==> src/rtl/lmac_reg_rd_responder.sv <==
// LMAC-side register-read responder: edge-detects a host read request, decodes the address
// against the ID/counter/status map and answers with registered data and a one-cycle done pulse.
module lmac_reg_rd_responder #(
  parameter logic [31:0] ID_VALUE    = 32'h4C4D_0003,
  parameter int          NUM_STAT    = 8,
  parameter logic [31:0] BAD_DATA    = 32'hDEAD_BEEF,
  parameter bit          CLR_ON_READ = 1'b0
) (
  input  logic                  fmac_clk,
  input  logic                  reset,
  input  logic [15:0]           host_addr,
  input  logic                  reg_rd_start,
  input  logic [NUM_STAT*32-1:0] stat_in,
  output logic [31:0]           mac_regdout,
  output logic                  reg_rd_done,
  output logic                  busy
);

  typedef enum logic [1:0] {
    IDLE,
    DECODE,
    RESPOND
  } state_t;

  state_t      state_q, state_d;
  logic        start_d;
  logic        start_edge;
  logic [15:0] addr_q;
  logic [31:0] rdata_q;
  logic [31:0] rd_count, bad_addr_count, overrun_count;

  logic [13:0] word;
  logic        mapped;
  logic [31:0] sel_data;
  logic        sel_rd, sel_bad, sel_ovr;
  logic        in_decode, in_respond;
  logic        clr_rd, clr_bad, clr_ovr;
  logic        inc_bad, inc_ovr;

  assign start_edge = reg_rd_start & ~start_d;
  assign busy       = (state_q != IDLE);
  assign in_decode  = (state_q == DECODE);
  assign in_respond = (state_q == RESPOND);

  // Counters saturate; a clear wins over the old value but a coincident increment still lands.
  function automatic logic [31:0] ctr_next(input logic [31:0] v, input logic inc, input logic clr);
    if (clr)                      return {31'd0, inc};
    if (inc && v != 32'hFFFF_FFFF) return v + 32'd1;
    return v;
  endfunction

  always_comb begin
    // NOTE: every combinational output gets a default first so no path leaves it unassigned (no latch).
    state_d = state_q;
    unique case (state_q)
      IDLE:    if (start_edge) state_d = DECODE;
      DECODE:  state_d = RESPOND;
      RESPOND: state_d = IDLE;
      default: state_d = IDLE;
    endcase
  end

  always_comb begin
    sel_data = BAD_DATA;
    mapped   = 1'b0;
    sel_rd   = 1'b0;
    sel_bad  = 1'b0;
    sel_ovr  = 1'b0;
    word     = addr_q[15:2];
    if (addr_q[1:0] == 2'b00) begin
      case (word)
        14'd0: begin sel_data = ID_VALUE;       mapped = 1'b1;                 end
        14'd1: begin sel_data = rd_count;       mapped = 1'b1; sel_rd  = 1'b1; end
        14'd2: begin sel_data = bad_addr_count; mapped = 1'b1; sel_bad = 1'b1; end
        14'd3: begin sel_data = overrun_count;  mapped = 1'b1; sel_ovr = 1'b1; end
        default: begin
          for (int i = 0; i < NUM_STAT; i++) begin
            if (word == 14'(i + 4)) begin
              sel_data = stat_in[32*i +: 32];
              mapped   = 1'b1;
            end
          end
        end
      endcase
    end
  end

  assign clr_rd  = CLR_ON_READ & in_decode & sel_rd;
  assign clr_bad = CLR_ON_READ & in_decode & sel_bad;
  assign clr_ovr = CLR_ON_READ & in_decode & sel_ovr;
  assign inc_bad = in_decode & ~mapped;
  assign inc_ovr = start_edge & (state_q != IDLE);

  always_ff @(posedge fmac_clk) begin
    if (reset) begin
      state_q        <= IDLE;
      start_d        <= 1'b0;
      addr_q         <= '0;
      rdata_q        <= '0;
      mac_regdout    <= '0;
      reg_rd_done    <= 1'b0;
      rd_count       <= '0;
      bad_addr_count <= '0;
      overrun_count  <= '0;
    end else begin
      // NOTE: non-blocking assignments so every register samples pre-edge values of its peers.
      state_q     <= state_d;
      start_d     <= reg_rd_start;
      reg_rd_done <= in_respond;
      if (state_q == IDLE && start_edge) addr_q <= host_addr;
      if (in_decode)                     rdata_q <= sel_data;
      if (in_respond)                    mac_regdout <= rdata_q;
      rd_count       <= ctr_next(rd_count,       in_respond, clr_rd);
      bad_addr_count <= ctr_next(bad_addr_count, inc_bad,    clr_bad);
      overrun_count  <= ctr_next(overrun_count,  inc_ovr,    clr_ovr);
    end
  end

endmodule
==> config.mk <==
export PLATFORM = sky130hd
export DESIGN_NAME = lmac_reg_rd_responder
export DESIGN_NICKNAME = d
export VERILOG_FILES = /design/src/rtl/lmac_reg_rd_responder.sv
export SDC_FILE = /design/constraint.sdc
export NUM_CORES = 1
export LEC_CHECK = 0
export ABC_AREA = 1
export CAP_MARGIN = 20
export CORE_MARGIN = 1
export CORE_UTILIZATION = 30
export CTS_CLUSTER_SIZE = 14
export DETAILED_ROUTE_END_ITERATION = 7
export SLEW_MARGIN = 20
export SYNTH_ARGS = -nofsm -noshare
export SYNTH_HDL_FRONTEND = slang
export SYNTH_SLANG_ARGS = --single-unit
==> constraint.sdc <==
create_clock -name fmac_clk -period 1.94 [get_ports fmac_clk]
set_clock_uncertainty 0.15 [all_clocks]
set_input_delay 0.388 -clock fmac_clk [delete_from_list [all_inputs] [get_ports fmac_clk]]
set_output_delay 0.388 -clock fmac_clk [all_outputs]
set_load 0.02 [all_outputs]
==> results.ini, run 1 <==
[cts]
cts_buffer_depth = 2
h-tree-depth = 4
numCtsBuffers = 17
clk_transition_reported_paths_ps = 70
clock_latency_ps = 440
cts_tree = yes
cts.root.buffer_cell = clkbuf_16
clkSinkCount = 180

[sta]
timing.fmax_mhz = 460
relSlewSlack_pct = 66.6
finalWorstSetupSlack_ps = -232
rsz0062_at_grt = yes
setup_viol = 64
tns_ps = -8640
worstMarginPinSlew_ps = 496
period_minus_slack_ps = 2170
drv_slew = 0
fin_crit_sh_pct = 112
finalHoldViolations = 0

[die]
dieArea_um2 = 40700
die_y_um = 202
core-area_um2 = 39000
die_w_um = 202
rows = 72
start_util_pct = 30.7
io_pins = 309

[status]
status = finished with violations
violations = negative setup slack

[finish]
final_cell_area_um2 = 19800
fill_cells = 3853
drive_above_1_share_pct = 25.0
layout.nets = 2778
syn2layout_area_growth_pct = 65.6
final-instance-count-excl-fill = 3038
layout_common_cells = nand2_1, clkdlybuf4s50_1, buf_4
final_core_util_pct = 50.9
mostFrequentLayoutCell = nand2_1

[worst_setup_path]
required_ps = 2120
startpoint_type = flop
crit_fanout = 6
criticalPathCategory = flop to flop
crit_chain = inv_2 > nor2_4 > buf_6 > nand2_2 > nor2_2 > buf_6 > nand2_8 > clkbuf_16 > o21ai_1 > o21bai_1 > nand3_1 > nand2_1 > nand3b_1 > a21oi_1
critPathMaxStageDelay_ps = 320
cp_slowest_cell = dfxtp_2
path_common_cell = buf_6
end_kind = flop
critPathArrivalTime_ps = 2350

[synth]
avgSynthCellArea_um2 = 6.18
async_reset_ff_share_pct = 0
synth-edff-count = 0
seq_area_frac_synth_pct = 30.1
synth.cell_area_um2 = 12000
postSynthCellCount = 1940
synth_ff_type = dfxtp_1
ys_types = 44
ys_seq_elements = 180
synth_nets = 2218
yosys_warnings = 0

[placed_design]
numPortBuffers = 308
place_area_um2 = 17700
place_inst = 2953
gp_congestion = 0.983
post-place-ws_ps = -325
place_hpwl_um = 47800

[pwr]
swShare_pct = 29.0
power.switching_mw = 2.81
ir_drop_mv = 0.558
clkPwrFrac_pct = 36.5
p_leak_nw = 8.25
pwr-share-seq_pct = 40.1
p_int_mw = 6.86
p_comb_share_pct = 23.5
p_per_area_nw_per_um2 = 487

[detailed_routing]
wl_per_cell_um = 20.5
ant_nets = 0
via_per_inst = 5.21
firstDrtPassIters = 6
drc = 0
drt_iter0_markers = 1257
vias = 15800
routed_wl_um = 62200

[grt]
grt_max_degree = 86
gr-total-overflow = 0
antenna_found_initial = 12
grt_pass1_wl_um = 90300
grt_pass1_vias = 15100
grt.total_usage_pct = 29.1

[job]
drv_cap = 0

[min_path]
hold_path.class = flop to flop

==> state kept, by name (all words and copies together) (netlist names) <==
name	cells
overrun_count	32
start_d	1
bad_addr_count	32
state_q	2
reg_rd_done	1
mac_regdout	32
addr_q	16
rdata_q	32
rd_count	32
==> worst max-delay path, delay by kind of cell, from the launching register on <==
family / cells / cell delay (ps)
buffers and inverters: 4 / 530
flip-flops: 1 / 320
AND/OR/NAND/NOR: 7 / 750
AO/OA/AOI/OAI: 3 / 320
==> power groups by stage <==
stage | Sequential, mW | Combinational, mW | Clock (mW)
2_1_floorplan | 3.96 | 0.729 | 0
3_3_place_gp | 3.94 | 1.93 | 0
3_5_place_dp | 3.95 | 1.93 | 0
4_1_cts | 3.87 | 2.14 | 3.57
5_1_grt | 3.88 | 2.40 | 3.74
6_report | 3.88 | 2.27 | 3.53
==> layer usage <==
layer | up-vias | wire length (um) | track usage (%)
met5 | - | 56 | 0
met4 | 8 | 1730 | 9.79
met3 | 98 | 4450 | 4.60
met2 | 655 | 27900 | 45.6
met1 | 7513 | 28100 | 40.3
li1 | 7561 | - | -
==> final cells by class <==
type                    count  area (um2)  share of cell area (%)
repair buffers            646        6300                    31.8
flip-flops and latches    180        3640                    18.4
multi-input cells        1543        8200                    41.3
well taps                 518         648                    3.27
clock buffers              20         437                    2.20
clock inverters            12         143                   0.719
inverters                 112         447                    2.25
diodes                      7        17.5                  0.0883
==> per-stage QoR <==
| stage | total power [mW] | hold slack [ps] |
|---|---|---|
| 2_1_floorplan | 4.69 | 292 |
| 3_3_place_gp | 5.88 | 299 |
| 3_5_place_dp | 5.88 | 312 |
| 4_1_cts | 9.58 | 296 |
| 5_1_grt | 10.0 | 311 |
| 6_report | 9.67 | 323 |
==> cell families (layout without fill, tap and decap cells) <==
kind of cell / Yosys count / after routing / synth area share, %
other cells: 0 / 7 / 0
flops: 180 / 180 / 30.1
simple gates: 1126 / 1127 / 41.4
xor+xnor: 68 / 68 / 4.97
buf+inv: 218 / 790 / 7.79
compound gates: 345 / 345 / 15.5
fa+ha+maj: 3 / 3 / 0.313
==> cells in the mapped netlist (15+ instances only) <==
cell / instances / area share [%]
o21bai_1: 23 / 1.4
nand3_1: 128 / 5.3
nand3b_1: 25 / 1.6
nand4_1: 57 / 3.0
o22ai_1: 15 / 0.78
a21oi_1: 137 / 5.7
nor2_1: 272 / 8.5
or2_2: 45 / 2.3
inv_1: 99 / 3.1
clkbuf_1: 60 / 1.9
nor3_1: 65 / 2.7
buf_2: 29 / 1.2
nand2_1: 491 / 15
xor2_1: 54 / 3.9
o21ai_0: 142 / 5.9
dfxtp_1: 180 / 30
==> what timing repair did <==
| item | 4_1_cts | 5_1_grt |
|---|---|---|
| buffers inserted | 19 | 14 |
| hold buffers | 0 | 0 |
| endpoints found under the setup margin | 145 | 136 |
| cloned | 8 | 9 |
| pin swaps | 33 | 57 |
| resized for setup | 140 | 186 |
==> worst paths after layout <==
kind | startpoint | to | slack, ps | depth (start not counted)
max | addr_q[4]$_SDFFE_PP0P_ | rdata_q[1]$_SDFFE_PP0P_ | -230 | 14
max reg2reg | addr_q[4]$_SDFFE_PP0P_ | rdata_q[1]$_SDFFE_PP0P_ | -230 | 14
min reg2reg | rdata_q[29]$_SDFFE_PP0P_ | rdata_q[29]$_SDFFE_PP0P_ | 320 | 2
min | rdata_q[29]$_SDFFE_PP0P_ | rdata_q[29]$_SDFFE_PP0P_ | 320 | 2
Note: power is estimated with default switching activity, not from simulation.
==> inputs of run 2 (changes only) <==
--- a/config.mk
+++ b/config.mk
@@ -11,6 +11,8 @@
 export CORE_UTILIZATION = 30
 export CTS_CLUSTER_SIZE = 14
 export DETAILED_ROUTE_END_ITERATION = 7
+export GPL_ROUTABILITY_DRIVEN = 0
+export HOLD_SLACK_MARGIN = 0.08
 export SLEW_MARGIN = 20
 export SYNTH_ARGS = -nofsm -noshare
 export SYNTH_HDL_FRONTEND = slang
==> run 2 against run 1 <==
The flow still finishes with violations (negative setup slack). Clock-buffer cell count down 2. Sequential share of layout area down 0.39 points. Global-route usage down 2.0 points. Register-to-register slack worse by 40 ps. Final area up 2.0%. Critical path depth up 1. Setup slack worse by 42 ps. Hold slack worse by 16 ps.
==> results.ini, run 2 (synthesis gave the netlist of run 1 again) <==
[status]
status = finished with violations
violations = negative setup slack

[placed_design]
numPortBuffers = 308  ; unchanged
place_hpwl_um = 44400  ; -7.1%
place_area_um2 = 17500  ; -1.3%
place_inst = 2926  ; -0.91%

[cts]
clock_latency_ps = 460  ; +20 ps
cts_buffer_depth = 2  ; unchanged
h-tree-depth = 4  ; unchanged
clkSinkCount = 180  ; unchanged
clk_transition_reported_paths_ps = 80  ; about the same
cts.root.buffer_cell = clkbuf_16
numCtsBuffers = 17  ; unchanged
cts_tree = yes

[die]
dieArea_um2 = 40700  ; unchanged
die_y_um = 202  ; unchanged
start_util_pct = 30.7  ; unchanged
io_pins = 309  ; unchanged
die_w_um = 202  ; unchanged
core-area_um2 = 39000  ; unchanged
rows = 72  ; unchanged

[grt]
grt_max_degree = 62  ; -28%
gr-total-overflow = 0  ; unchanged
grt.total_usage_pct = 27.1  ; -2.0 points
grt_pass1_vias = 14800  ; -1.8%
grt_pass1_wl_um = 85200  ; -5.7%
antenna_found_initial = 1  ; -11

[worst_setup_path]
crit_fanout = 9  ; +3
end_kind = flop
required_ps = 2110  ; about the same
ff2ff_setup_slack_ps = -270  ; -40 ps
criticalPathCategory = flop to flop
startpoint_type = flop
reg2reg_depth = 15  ; +1
critPathArrivalTime_ps = 2380  ; +30 ps

[sta]
setup_viol = 64  ; unchanged
finalWorstSetupSlack_ps = -274  ; -41.6 ps
period_minus_slack_ps = 2210  ; +41.6 ps
finalHoldViolations = 0  ; unchanged
relSlewSlack_pct = 71.5  ; +4.9 points
drv_slew = 0  ; unchanged
rsz0062_at_grt = yes
timing.fmax_mhz = 452  ; -1.9%
fin_crit_sh_pct = 114  ; +2.1 points
worstMarginPinSlew_ps = 424  ; -72.4 ps

[pwr]
total_power_mw = 9.81  ; +1.4%
p_leak_nw = 8.27  ; +0.18%
p_per_area_nw_per_um2 = 485  ; -0.54%
ir_drop_mv = 0.621  ; +11%

[detailed_routing]
drt_iter0_markers = 1630  ; +30%
firstDrtPassIters = 6  ; unchanged
wl_per_cell_um = 19.5  ; -4.8%
vias = 15900  ; +0.43%
drc = 0  ; unchanged
routed_wl_um = 58800  ; -5.6%
via_per_inst = 5.27  ; +1.2%
ant_nets = 0  ; unchanged

[min_path]
min_path_cells = 4  ; +2
hold_path.class = input port to flop

[finish]
syn2layout_area_growth_pct = 68.9
final_core_util_pct = 51.9  ; +1.0 points
final-instance-count-excl-fill = 3015  ; -0.76%
mostFrequentLayoutCell = nand2_1
drive_above_1_share_pct = 27.4  ; +2.4 points
n_antenna_cell = 0  ; -7
fill_cells = 3687  ; -4.3%
layout_common_cells = nand2_1, clkdlybuf4s50_1, buf_4
final_cell_area_um2 = 20200  ; +2.0%
layout.nets = 2762  ; -0.58%

[job]
drv_cap = 0  ; unchanged

==> run 2: changes by cell type in the layout (fill, tap and decap cells not counted), moves of 14 or more <==
cell | before | now
a21oi_1 | 115 | 97
o21ai_0 | 125 | 111
nand2_1 | 458 | 430
buf_4 | 266 | 249
nand3_1 | 115 | 97
nand2_2 | 34 | 49
a21oi_2 | 22 | 40
==> run 2: worst max-delay path: stages, from the launching register on <==
cell     delay (ps)
dfxtp_2         340
nor2_1           40
nand3_1         120
inv_4            80
buf_12          150
nand3_4         110
nand2_2          80
inv_4            90
nand2_4          60
o21ai_4         190
buf_6           120
nand3_4         110
buf_12          160
buf_12          140
nand2_1          60
a21oi_1          50
==> run 2: path summary, 6_finish.rpt <==
check	startpoint	to
worst min-delay path	reset	bad_addr_count[1]$_SDFFE_PP0P_
worst max-delay path	addr_q[12]$_SDFFE_PP0P_	bad_addr_count[20]$_SDFFE_PP0P_
worst max register to register	addr_q[12]$_SDFFE_PP0P_	bad_addr_count[20]$_SDFFE_PP0P_
worst min register to register	rdata_q[29]$_SDFFE_PP0P_	rdata_q[29]$_SDFFE_PP0P_
==> run 2: where the power goes <==
part	leakage, nW	switching [mW]	internal [mW]	total, mW
combinational	6.51	1.20	1.19	2.39
sequential	1.47	0.0689	3.80	3.87
clock	0.290	1.78	1.77	3.55
total	8.27	3.05	6.76	9.81
==> run 2: layout make-up <==
cell class,count,area [um2],share of cell area [%]
inverter,112,458,2.26
sequential,180,3640,18.0
clock buffer,18,439,2.17
clock inverter,14,161,0.798
timing repair buffer,629,6170,30.5
multi-input combinational,1544,8720,43.1
tap,518,648,3.20
==> run 2: per-stage QoR <==
| stage | setup WS, ps | hold WS [ps] | TNS, ps |
|---|---|---|---|
| global placement | -256 | 301 | -9740 |
| CTS | -214 | 262 | -8070 |
| floorplan | 41.4 | 292 | 0 |
| finish | -274 | 307 | -11830 |
| detailed placement | -317 | 305 | -11380 |
| global route | -333 | 323 | -15720 |
==> run 2: what timing repair did <==
action	in CTS	in global routing
setup buffers	12	32
cloned	5	11
setup endpoints to repair	126	130
hold buffers	0	0
pin swaps	25	107
gates resized for setup	137	314
hold endpoints to repair	0	0
==> run 2: metal layers <==
metal  vias to the layer above  global-route usage (%)  part of all wire, %
met4                         2                    10.5                  4.1
met2                       806                    41.1                   43
met5                         -                       0                0.022
met3                       150                    6.21                  9.7
met1                      7420                    37.0                   43
li1                       7525                       -                    -
==> inputs of run 3 (changes only) <==
==> constraint.sdc (replaced) <==
create_clock -name fmac_clk -period 1.94 [get_ports fmac_clk]
set_clock_uncertainty 0.15 [all_clocks]
set_input_delay 0.291 -clock fmac_clk [delete_from_list [all_inputs] [get_ports fmac_clk]]
set_output_delay 0.291 -clock fmac_clk [all_outputs]
set_load 0.02 [all_outputs]
==> run 3 against run 2 <==
The run still ends with negative setup slack left. Hold slack got worse by 190 ps. Non-clock buffer count shrank 5. Clock-buffer cell count is 1 lower. Cell count fell by 0.17%. Utilization fell by 0.44 points. Die area did not move. Largest cell class unchanged.
==> results.ini, run 3 (synthesis gave the netlist of run 1 again) <==
[placed_design]
place_hpwl_um = 44500  ; +0.26%
place_area_um2 = 17400  ; -0.33%
post-place-ws_ps = -266  ; +50.2 ps
numPortBuffers = 308  ; unchanged

[die]
die_y_um = 202  ; unchanged
core-area_um2 = 39000  ; unchanged
io_pins = 309  ; unchanged
die_w_um = 202  ; unchanged
start_util_pct = 30.7  ; unchanged
dieArea_um2 = 40700  ; unchanged
rows = 72  ; unchanged

[worst_setup_path]
reg2reg_depth = 13  ; -2
reg2reg_to = bad_addr_count[7]$_SDFFE_PP0P_
crit_chain = nor2_4 > nand2_4 > buf_12 > buf_6 > nor3_4 > o21ai_2 > nand3_2 > o21ai_4 > nand3_4 > buf_6 > buf_16 > nand2_4 > a21oi_2
critPathMaxStageDelay_ps = 350  ; about the same
rr_startpoint = addr_q[8]$_SDFFE_PP0P_
startpoint_type = flop
criticalPathCategory = flop to flop
cp_slowest_cell = dfxtp_2
ff2ff_setup_slack_ps = -230  ; +50 ps
critPathBufInv = 4  ; -2
critPathTopFamily = buffers and inverters
required_ps = 2100  ; about the same
critPathArrivalTime_ps = 2330  ; -50 ps
crit_fanout = 8  ; -1
end_kind = flop

[finish]
layout.nets = 2755  ; -0.25%
drive_above_1_share_pct = 27.2  ; -0.15 points
mostFrequentLayoutCell = nand2_1
final_cell_area_um2 = 20100  ; -0.85%
syn2layout_area_growth_pct = 67.5
fill_cells = 3700  ; +0.35%
layout_common_cells = nand2_1, clkdlybuf4s50_1, nor2_1

[pwr]
pwr-share-seq_pct = 39.9  ; +0.4 points
clkPwrFrac_pct = 35.9  ; -0.3 points
power.switching_mw = 3.02  ; -1.1%
p_comb_share_pct = 24.2  ; -0.2 points
p_int_mw = 6.68  ; -1.1%
swShare_pct = 31.1  ; about the same
p_leak_nw = 7.97  ; -3.6%
p_per_area_nw_per_um2 = 483  ; -0.28%
ir_drop_mv = 0.580  ; -6.7%

[cts]
cts.root.buffer_cell = clkbuf_16
cts_buffer_depth = 2  ; unchanged
cts_tree = yes
h-tree-depth = 4  ; unchanged
clock_latency_ps = 460  ; about the same
numCtsBuffers = 17  ; unchanged
clkSinkCount = 180  ; unchanged
clk_transition_reported_paths_ps = 80  ; about the same
cts_hold_buffers = 0  ; unchanged

[grt]
grt_pass1_wl_um = 88100  ; +3.5%
grt_max_degree = 51  ; -18%
grt_pass1_vias = 15200  ; +2.4%
busiest_layer = met2
grtUsageMet2_pct = 43.7  ; +2.6 points
gr-total-overflow = 0  ; unchanged
met3_usage_pct = 5.51  ; -0.69 points
grt.total_usage_pct = 28.0  ; +0.91 points
antenna_found_initial = 4  ; +3
use_met1_pct = 37.9  ; +0.97 points

[detailed_routing]
firstDrtPassIters = 7  ; +1
vias = 16100  ; +1.5%
ant_nets = 0  ; unchanged
drc = 0  ; unchanged
via_per_inst = 5.36  ; +1.7%
routed_wl_um = 59100  ; +0.58%
wl_per_cell_um = 19.6  ; +0.75%
drt_iter0_markers = 1693  ; +3.9%

[min_path]
hold_path.class = input port to flop
whs_endpoint = bad_addr_count[1]$_SDFFE_PP0P_
worstHoldStart = reset
min_path_cells = 4  ; unchanged

[sta]
worstMarginPinSlew_ps = 713  ; +289 ps
finalWorstSetupSlack_ps = -227  ; +46.7 ps
finalHoldViolations = 0  ; unchanged
relSlewSlack_pct = 52.5  ; -19 points
drv_slew = 0  ; unchanged
fin_crit_sh_pct = 112  ; -2.4 points
timing.fmax_mhz = 461  ; +2.2%
setup_viol = 88  ; +38%
period_minus_slack_ps = 2170  ; -46.7 ps
rsz0062_at_grt = yes

[status]
status = finished with violations
violations = negative setup slack

[job]
drv_cap = 0  ; unchanged

==> run 3: per-stage QoR <==
step	hold slack [ps]	setup TNS, ps	util, %	std cells	total power [mW]
5_1_grt	133	-21760	51.4	3009	10.0
3_3_place_gp	302	-9970	44.6	2925	5.84
6_report	113	-11700	51.4	3010	9.70
2_1_floorplan	266	0	-	1940	4.69
4_1_cts	96.5	-7640	49.6	2994	9.60
3_5_place_dp	309	-12200	44.6	2925	5.84
==> run 3: worst register-to-register path, cell delays in order, from the launching register on <==
cell and delay (ps):
dfxtp_2 350, nor2_4 50, nand2_4 80, buf_12 140, buf_6 110, nor3_4 40, o21ai_2 170, nand3_2 120
o21ai_4 220, nand3_4 160, buf_6 180, buf_16 160, nand2_4 70, a21oi_2 40
==> run 3: layout make-up <==
class / instances / area (um2) / share of cell area (%)
diodes: 3 / 7.51 / 0.0374
clock buffers: 17 / 425 / 2.12
clock inverters: 14 / 144 / 0.717
inverters: 112 / 474 / 2.36
multi-input cells: 1542 / 8600 / 42.8
flip-flops and latches: 180 / 3630 / 18.1
well taps: 518 / 648 / 3.23
repair buffers: 624 / 6130 / 30.6
==> run 3: timing repair <==
item / 4_1_cts / 5_1_grt
endpoints found under the setup margin: 105 / 130
buffers inserted: 31 / 20
cloned: 9 / 1
pin swaps: 56 / 132
resized for setup: 235 / 196
==> run 3: worst max path at each step <==
stage | cells past startpoint | start | endpoint | slack (ps)
floorplan | 11 | overrun_count[0]$_SDFFE_PP0P_ | overrun_count[28]$_SDFFE_PP0P_ | 40
global placement | 12 | addr_q[10]$_SDFFE_PP0P_ | rdata_q[0]$_SDFFE_PP0P_ | -260
detailed placement | 12 | addr_q[3]$_SDFFE_PP0P_ | bad_addr_count[19]$_SDFFE_PP0P_ | -270
CTS | 12 | addr_q[12]$_SDFFE_PP0P_ | rdata_q[0]$_SDFFE_PP0P_ | -150
global route | 13 | addr_q[8]$_SDFFE_PP0P_ | bad_addr_count[0]$_SDFFE_PP0P_ | -310
finish | 13 | addr_q[8]$_SDFFE_PP0P_ | bad_addr_count[7]$_SDFFE_PP0P_ | -230
==> run 3: routing by layer <==
layer	wire, um	part of all wire (%)	up-vias
met5	28	0.047	-
met4	2210	3.7	4
met3	5290	9.0	165
met2	26300	44	866
met1	25300	43	7597
li1	-	-	7511
==> run 3: power by group through the flow <==
stage / Clock (mW) / Sequential [mW] / Combinational (mW)
global placement: 0 / 3.94 / 1.89
finish: 3.48 / 3.87 / 2.35
floorplan: 0 / 3.96 / 0.729
global route: 3.66 / 3.88 / 2.47
detailed placement: 0 / 3.94 / 1.90
CTS: 3.51 / 3.87 / 2.22
